### config.mk
export PLATFORM = sky130hd
export DESIGN_NAME = ifetch_queue
export DESIGN_NICKNAME = d
export VERILOG_FILES = /design/src/rtl/ifetch_queue.sv
export SDC_FILE = /design/constraint.sdc
export NUM_CORES = 1
export LEC_CHECK = 0
export CAP_MARGIN = 20
export CORE_MARGIN = 2
export CORE_UTILIZATION = 42
export DETAILED_ROUTE_END_ITERATION = 10
export GPL_TIMING_DRIVEN = 0
export SETUP_SLACK_MARGIN = 0.15
export SLEW_MARGIN = 20
export SYNTH_ARGS = -nofsm -noshare
export SYNTH_HDL_FRONTEND = slang
export SYNTH_SLANG_ARGS = --single-unit
### constraint.sdc
create_clock -name i_clk -period 3 [get_ports i_clk]
set_clock_uncertainty 0.05 [all_clocks]
set_input_delay 0.6 -clock i_clk [delete_from_list [all_inputs] [get_ports i_clk]]
set_output_delay 0.6 -clock i_clk [all_outputs]
set_load 0.02 [all_outputs]
### src/rtl/ifetch_queue.sv
// Instruction prefetch queue: owns the fetch PC, issues one halfword read at a time and
// buffers fetched words with their PCs for the decode stage over a valid/ready handshake.
module ifetch_queue #(
  parameter int unsigned DEPTH    = 4,
  parameter logic [31:0] RESET_PC = 32'h0000_0000
) (
  input  logic                     i_clk,
  input  logic                     i_rst,
  output logic                     o_mem_req,
  output logic [31:0]              o_mem_addr,
  input  logic                     i_mem_ack,
  input  logic [15:0]              i_mem_data,
  output logic                     o_valid,
  output logic [15:0]              o_ir,
  output logic [31:0]              o_pc,
  input  logic                     i_ready,
  input  logic                     i_redirect,
  input  logic [31:0]              i_redirect_pc,
  output logic [$clog2(DEPTH):0]   o_count
);

  localparam int PW = $clog2(DEPTH);
  localparam int CW = PW + 1;

  typedef enum logic [1:0] {IDLE, REQ, DISCARD} state_e;

  typedef struct packed {
    logic [15:0] ir;
    logic [31:0] pc;
  } entry_t;

  state_e        state_q, state_d;
  logic [31:0]   pc_q, pc_d;
  logic          req_q, req_d;
  logic [31:0]   addr_q, addr_d;
  logic [31:0]   rpc_q, rpc_d;
  logic [PW-1:0] wr_ptr_q, wr_ptr_d;
  logic [PW-1:0] rd_ptr_q, rd_ptr_d;
  logic [CW-1:0] count_q, count_d;
  entry_t        head_q, head_d;
  entry_t        fifo_q [DEPTH];

  logic          ack, push, pop;
  logic [CW-1:0] remain;
  logic [31:0]   redirect_pc_even;
  logic [31:0]   next_pc;
  entry_t        push_entry;
  logic          unused_redirect_pc_bit0;

  assign unused_redirect_pc_bit0 = i_redirect_pc[0];
  assign redirect_pc_even        = {i_redirect_pc[31:1], 1'b0};
  assign ack                     = req_q && i_mem_ack;
  assign push                    = (state_q == REQ) && ack && !i_redirect;
  assign pop                     = (count_q != '0) && i_ready;
  assign push_entry              = '{ir: i_mem_data, pc: addr_q};
  assign remain                  = count_q - CW'(pop);

  // FIFO bookkeeping; a redirect clears the queue regardless of push/pop.
  always_comb begin
    wr_ptr_d = wr_ptr_q;
    rd_ptr_d = rd_ptr_q;
    count_d  = count_q;
    head_d   = head_q;
    if (i_redirect) begin
      wr_ptr_d = '0;
      rd_ptr_d = '0;
      count_d  = '0;
    end else begin
      if (push) wr_ptr_d = wr_ptr_q + PW'(1);
      if (pop)  rd_ptr_d = rd_ptr_q + PW'(1);
      count_d = remain + CW'(push);
      // The head register is refreshed ahead of time so outputs never depend on inputs.
      if (count_d != '0) begin
        if (remain == '0) head_d = push_entry;
        else              head_d = fifo_q[rd_ptr_d];
      end
    end
  end

  always_comb begin
    state_d = state_q;
    pc_d    = pc_q;
    req_d   = req_q;
    addr_d  = addr_q;
    rpc_d   = rpc_q;
    next_pc = pc_q;
    case (state_q)
      IDLE: begin
        if (i_redirect) begin
          pc_d = redirect_pc_even;
        end else if (count_q < CW'(DEPTH)) begin
          req_d   = 1'b1;
          addr_d  = pc_q;
          state_d = REQ;
        end
      end
      REQ: begin
        if (ack) begin
          next_pc = i_redirect ? redirect_pc_even : addr_q + 32'd2;
          pc_d    = next_pc;
          addr_d  = next_pc;
          if (count_d < CW'(DEPTH)) begin
            state_d = REQ;
            req_d   = 1'b1;
          end else begin
            state_d = IDLE;
            req_d   = 1'b0;
          end
        end else if (i_redirect) begin
          state_d = DISCARD;
          rpc_d   = redirect_pc_even;
        end
      end
      DISCARD: begin
        // The stale request must still complete; its data is dropped.
        if (ack) begin
          next_pc = i_redirect ? redirect_pc_even : rpc_q;
          pc_d    = next_pc;
          addr_d  = next_pc;
          req_d   = 1'b0;
          state_d = IDLE;
        end else if (i_redirect) begin
          rpc_d = redirect_pc_even;
        end
      end
      default: begin
        state_d = IDLE;
        req_d   = 1'b0;
      end
    endcase
  end

  always_ff @(posedge i_clk or negedge i_rst) begin
    if (!i_rst) begin
      state_q  <= IDLE;
      pc_q     <= RESET_PC;
      req_q    <= 1'b0;
      addr_q   <= RESET_PC;
      rpc_q    <= '0;
      wr_ptr_q <= '0;
      rd_ptr_q <= '0;
      count_q  <= '0;
      head_q   <= '0;
    end else begin
      state_q  <= state_d;
      pc_q     <= pc_d;
      req_q    <= req_d;
      addr_q   <= addr_d;
      rpc_q    <= rpc_d;
      wr_ptr_q <= wr_ptr_d;
      rd_ptr_q <= rd_ptr_d;
      count_q  <= count_d;
      head_q   <= head_d;
    end
  end

  // NOTE: storage array has no reset; entries are only read after being written.
  always_ff @(posedge i_clk) begin
    if (push) fifo_q[wr_ptr_q] <= push_entry;
  end

  assign o_mem_req  = req_q;
  assign o_mem_addr = addr_q;
  assign o_valid    = (count_q != '0);
  assign o_ir       = head_q.ir;
  assign o_pc       = head_q.pc;
  assign o_count    = count_q;

endmodule
Word level (Yosys, flattened, before mapping)
Memories as Yosys holds them, arrays and structs flattened.
Index checks and enable logic that the tools add are counted.
{"block": "op_classes", "bitwise_logic": 2, "mux": 31, "reduce_logical": 18, "magnitude_cmp": 2, "n_eq_ne": 8, "add_sub_neg": 5}
{"cell": "$mux 32", "count": 7}
{"cell": "$pmux 32 s3", "count": 2}
{"cell": "$mux 48", "count": 1}
{"cell": "$add 32x2->32 const B", "count": 1}
{"cell": "$mux 2", "count": 10}
{"cell": "$reduce_and 4->1", "count": 3}
{"cell": "$ne 2x2->1 const B", "count": 5}
{"cell": "$reduce_bool 3->1", "count": 3}
{"cell": "$mux 1", "count": 8}
{"cell": "$lt 3x3->1 const B", "count": 2}
{"cell": "$pmux 2 s3", "count": 1}
{"cell": "$reduce_and 5->1", "count": 1}
{"cell": "$add 2x1->2 const B", "count": 2}
{"cell": "$logic_and 1x1->1", "count": 4}
{"cell": "$reduce_and 2->1", "count": 2}
{"cell": "$add 3x1->3", "count": 1}
{"cell": "$logic_not 3->1", "count": 1}
{"cell": "$mux 3", "count": 1}
{"cell": "$ne 3x3->1 const B", "count": 1}
{"cell": "$pmux 1 s3", "count": 1}
{"cell": "$sub 3x1->3", "count": 1}
{"cell": "$eq 2x1->1 const B", "count": 1}
{"cell": "$eq 2x2->1 const B", "count": 1}
{"cell": "$logic_not 2->1", "count": 1}
{"cell": "other kinds (4)", "count": 5}
{"block": "word_totals", "wordCells": 77, "n_memories": 1, "out_inout_bits": 85, "ram_bits": 192, "reg_bits": 154}
{"name": "fifo_q", "words": 4, "width": 48, "rd": 1, "rd_clocked_by_memory_dff": 0, "write_ports": 1, "line": "41", "text": "entry_t fifo_q [DEPTH];"}

Logic depth before layout (Yosys ltp)
{"block": "logic_depth", "depth_word": 9, "depth_mapped": 15, "mapped_depth_nobuf": 11}

Least setup slack after synthesis
OpenSTA, ideal clock, no wires.
{"block": "synth_timing", "kind": "reg2reg", "from": "register state_q[1]", "to": "memory fifo_q[0][0] (netlist bit) (enable)", "period_less_slack_ns": 3.198, "t_arrival_ns": 2.737, "t_required_ns": 2.540, "stages_incl_launch_ff": 8, "slack_ns": -0.198, "n_path_buf": 3, "path_cell_list": "dfrtp_1 > inv_1 > ha_1 > clkbuf_1 > nor2b_1 > clkbuf_1 > clkbuf_1 > and3_1"}
{"block": "synth_via", "elab_chain_cells": 5}
{"item": "start: declaration", "line": "32", "text": "state_e state_q, state_d;"}
{"item": "start signal: assignment", "line": "145", "text": "state_q <= state_d;"}
{"item": "$eq 2x1->1", "line": "53", "text": "assign push = (state_q == REQ) && ack && !i_redirect;"}
{"item": "$logic_and 1x1->1 (2 in a row)", "line": "53"}
{"item": "$mux 1", "line": "159", "text": "if (push) fifo_q[wr_ptr_q] <= push_entry;"}
{"item": "$mux 1 (not written as such)", "line": "159"}
{"item": "end: declaration", "line": "41"}
No other way between the ends.

Worst setup path after layout
{"block": "layout_timing", "from": "register count_q[2] (netlist: o_count[2])", "to": "register head_q, in the netlist o_ir[3]"}
{"block": "layout_via", "elab_chain_cells": 6}
{"item": "start: declaration", "line": "39", "text": "logic [CW-1:0] count_q, count_d;"}
{"item": "start signal: assignment", "line": "152", "text": "count_q <= count_d;"}
{"item": "$reduce_bool 3->1", "line": "54", "text": "assign pop = (count_q != '0) && i_ready;"}
{"item": "$logic_and 1x1->1", "line": "54"}
{"item": "$sub 3x1->3 / $mux 2 (equally long branches)", "line": "56, 70"}
{"item": "$add 3x1->3 / $mux 2 (equally long branches)", "line": "71, 64"}
{"item": "$reduce_bool 3->1 / $mem_v2 4x48 (equally long branches)"}
{"item": "$reduce_and 2->1 (no line) / $mux 48 (equally long branches)"}
{"item": "end signal: assignment", "line": "143", "text": "head_q <= '0;"}
{"item": "end signal: assignment", "line": "153", "text": "head_q <= head_d;"}
{"item": "end: declaration", "line": "40", "text": "entry_t head_q, head_d;"}
Several ways; a longest one is shown, not always the timed one. The select of a mux whose other input is x is not followed.
A chain may end at the register's enable or synchronous reset.

==> metrics <==
Setup crit start kind=flip-flop; GRT Resource Usage Total=0.249; Clock Sinks=346; Cell variety after synth=66; area delta synth->final=25.5%; Critical Path AT=roughly 3200 ps; ant diodes=0; dpl ws=-1690 ps; Final Max Tran Viols=0; width of the die=195 um; final hold vios=0; Setup Viol. Count Final=0; Reg2Reg Launch Point=o_count[2]; peak supply drop=632 uV; Pleak=around 7.2 nW; TritonCTS clock tree=built; EDFF count, synth=192; first-pass GRT wire length=71400 um; Die ar.=0.0379 sq mm; Vias=11800; setup TNS=0 ps; cell row count=69; worst skew pair latency=approximately 520 ps; H-tree depth=2; CORE AREA=between 0.03 and 0.04 sq mm; TritonCTS buffer count=38; Synth Warn #=0; Iteration-0 DRC Markers=1045; Post-layout nets=1602; Crit Path Category=reg -> reg; Initial Utilization=0.428; vias per cell=between 5 and 6; syn_nets=1401; Period minus WS final=2820 ps; ys async rst share=0.445; clk buf depth=3; Max Freq=between 0.3 and 0.4 GHz; outcome=complete, no violations; flops & latches, synth=346; DRT Pass-1 Iters=5; hold crit path type=in -> async; crit path launch=o_count[2]; Final Wtd Congestion=0.866; Slew Limit Headroom=0.474; Synth Flop Type=edfxtp_1; PwrDens=between 1000 and 1500 mW/mm^2; Detail Route Antenna Nets=0; Clock Pin Slew Worst Setup and Hold Paths=60 ps; Root Buffer=clkbuf_16; largest net degree at the start of global routing=88; vias in the first global route=roughly 12000; Seq/Total Area, Yosys=0.630; nature of the critical path endpoint=flip-flop; Worst-Margin Slew=between 700 and 800 ps; Routed WL=47400 um; Die Height=195 um; global route overflow=0; ratio of final minimum period to clock period=0.940; CP max FO=10; Detail Placement HPWL=29000 um; port bufs=roughly 140; Synth Area per Inst=11.4 sq um; worst setup margin=181 ps; initial antenna violation count=0; layout cells sized above 1=0.162; Mapped Area=0.0153 sq mm; Fillers=approximately 3200; Residual DRC=0; per-cell routed wire length=23.4 um; Worst Path Required=3370 ps; Max Cap Viol=0; IO Count=138; RSZ-0062 raised after global routing=no; Synth Instances=approximately 1300
==> worst max-delay path: stages, from the launching register on <==
cell and delay (ps):
dfrtp_2 400, o31a_1 360, ha_4 190, ha_4 280, inv_1 50, ha_2 200
xor2_2 190, a21oi_2 140, buf_6 130, nor2b_4 170, buf_8 170, buf_12 140
nand4_1 90, o221a_2 130
==> state kept, by name, summed over array words and instances (netlist names) <==
register,cells
o_count,3
o_pc,32
fifo_q,192
o_mem_addr,32
pc_q,32
rpc_q,32
wr_ptr_q,2
o_mem_req,1
rd_ptr_q,2
o_ir,16
state_q,2
==> layer usage <==
metal	routed length (um)	GRT usage	vias up
li1	-	-	5372
met1	20400	0.342	5919
met2	22700	0.411	475
met3	3190	0.0373	79
met4	1150	0.0721	0
met5	0	0	-
==> per-stage QoR <==
step | std cells | hold WS, ps | utilization | power, mW | area, sq um
2_1_floorplan | 1335 | 254 | - | 15.3 | 15300
5_1_grt | 2027 | 60.8 | 0.538 | 27.7 | 19200
3_3_place_gp | 1932 | 407 | 0.483 | 20.0 | 17200
4_1_cts | 2020 | 38.9 | 0.532 | 25.8 | 19000
3_5_place_dp | 1933 | 415 | 0.484 | 20.2 | 17300
6_report | 2027 | 21.9 | 0.538 | 26.2 | 19200
==> cells in the mapped netlist, drive strengths merged, types with 7 or more instances <==
| cell type | number | area (sq um) |
|---|---|---|
| a21oi | 14 | 70.1 |
| a221oi | 18 | 164 |
| a22o | 8 | 71.3 |
| a31oi | 7 | 43.8 |
| and3 | 16 | 108 |
| buf | 26 | 119 |
| clkbuf | 72 | 272 |
| dfrtp | 154 | 3850 |
| edfxtp | 192 | 5770 |
| ha | 13 | 163 |
| inv | 15 | 56.3 |
| mux2 | 31 | 349 |
| nand2 | 254 | 953 |
| nand2b | 7 | 43.8 |
| nand3 | 161 | 818 |
| nand4 | 53 | 353 |
| nor2 | 66 | 248 |
| nor2b | 8 | 50.1 |
| nor3 | 9 | 45.0 |
| o21ai | 64 | 320 |
| o221a | 48 | 541 |
| o31ai | 17 | 128 |
| xnor2 | 20 | 175 |
| xor2 | 12 | 105 |
==> report_power, final <==
group,internal [mW],switching (mW)
combinational,5.28,7.99
clock,3.14,1.95
sequential,6.48,1.33
==> layout make-up <==
cell class / instances / area (sq um) / area share
Timing Repair Buffer: 155 / 1570 / 0.0819
Inverter: 15 / 60.1 / 0.00313
Clock inverter: 24 / 345 / 0.0180
Buffer: 98 / 562 / 0.0293
Clock buffer: 46 / 1020 / 0.0533
Tap cell: 461 / 577 / 0.0301
Multi-Input combinational cell: 882 / 5410 / 0.282
Sequential cell: 346 / 9620 / 0.502
==> worst paths after layout <==
path	slack, ps	cells past startpoint	endpoint
max	180	13	o_ir[3]
min	20	1	o_pc[4]
max reg2reg	180	13	o_ir[3]
min reg2reg	430	2	pc_q[25]
max in group asynchronous	1970	2	o_mem_addr[24]
min in group i_clk	430	2	pc_q[25]
==> cells by family (layout without fill, tap and decap cells) <==
| logic type | Yosys count | after routing | synth area share |
|---|---|---|---|
| buffers and inverters | 113 | 338 | 0.0292 |
| AOI/OAI and AO/OA | 213 | 213 | 0.108 |
| muxes | 31 | 31 | 0.0229 |
| adders and majority gates | 13 | 13 | 0.0107 |
| xor gates and xnor gates | 32 | 32 | 0.0184 |
| DFF | 346 | 346 | 0.630 |
| and+or+nand+nor | 587 | 593 | 0.181 |
==> layout by cell type, fill, tap and decap left out, drive strengths merged, types with 22 or more instances in the layout <==
master / instances
nand2: 254
nand3: 161
dfrtp: 154
and3: 22
nand4: 53
buf: 42
mux2: 31
o21ai: 64
nor2: 66
o221a: 48
clkdlybuf4s50: 134
clkbuf: 122
edfxtp: 192
==> what timing repair did <==
action,4_1_cts,5_1_grt
setup endpoints to repair,268,213
setup buffers,11,5
cloned,6,2
hold buffers,0,0
resized for setup,61,47
pin swaps,7,4
No activity file was read; power rests on OpenSTA's default activity.
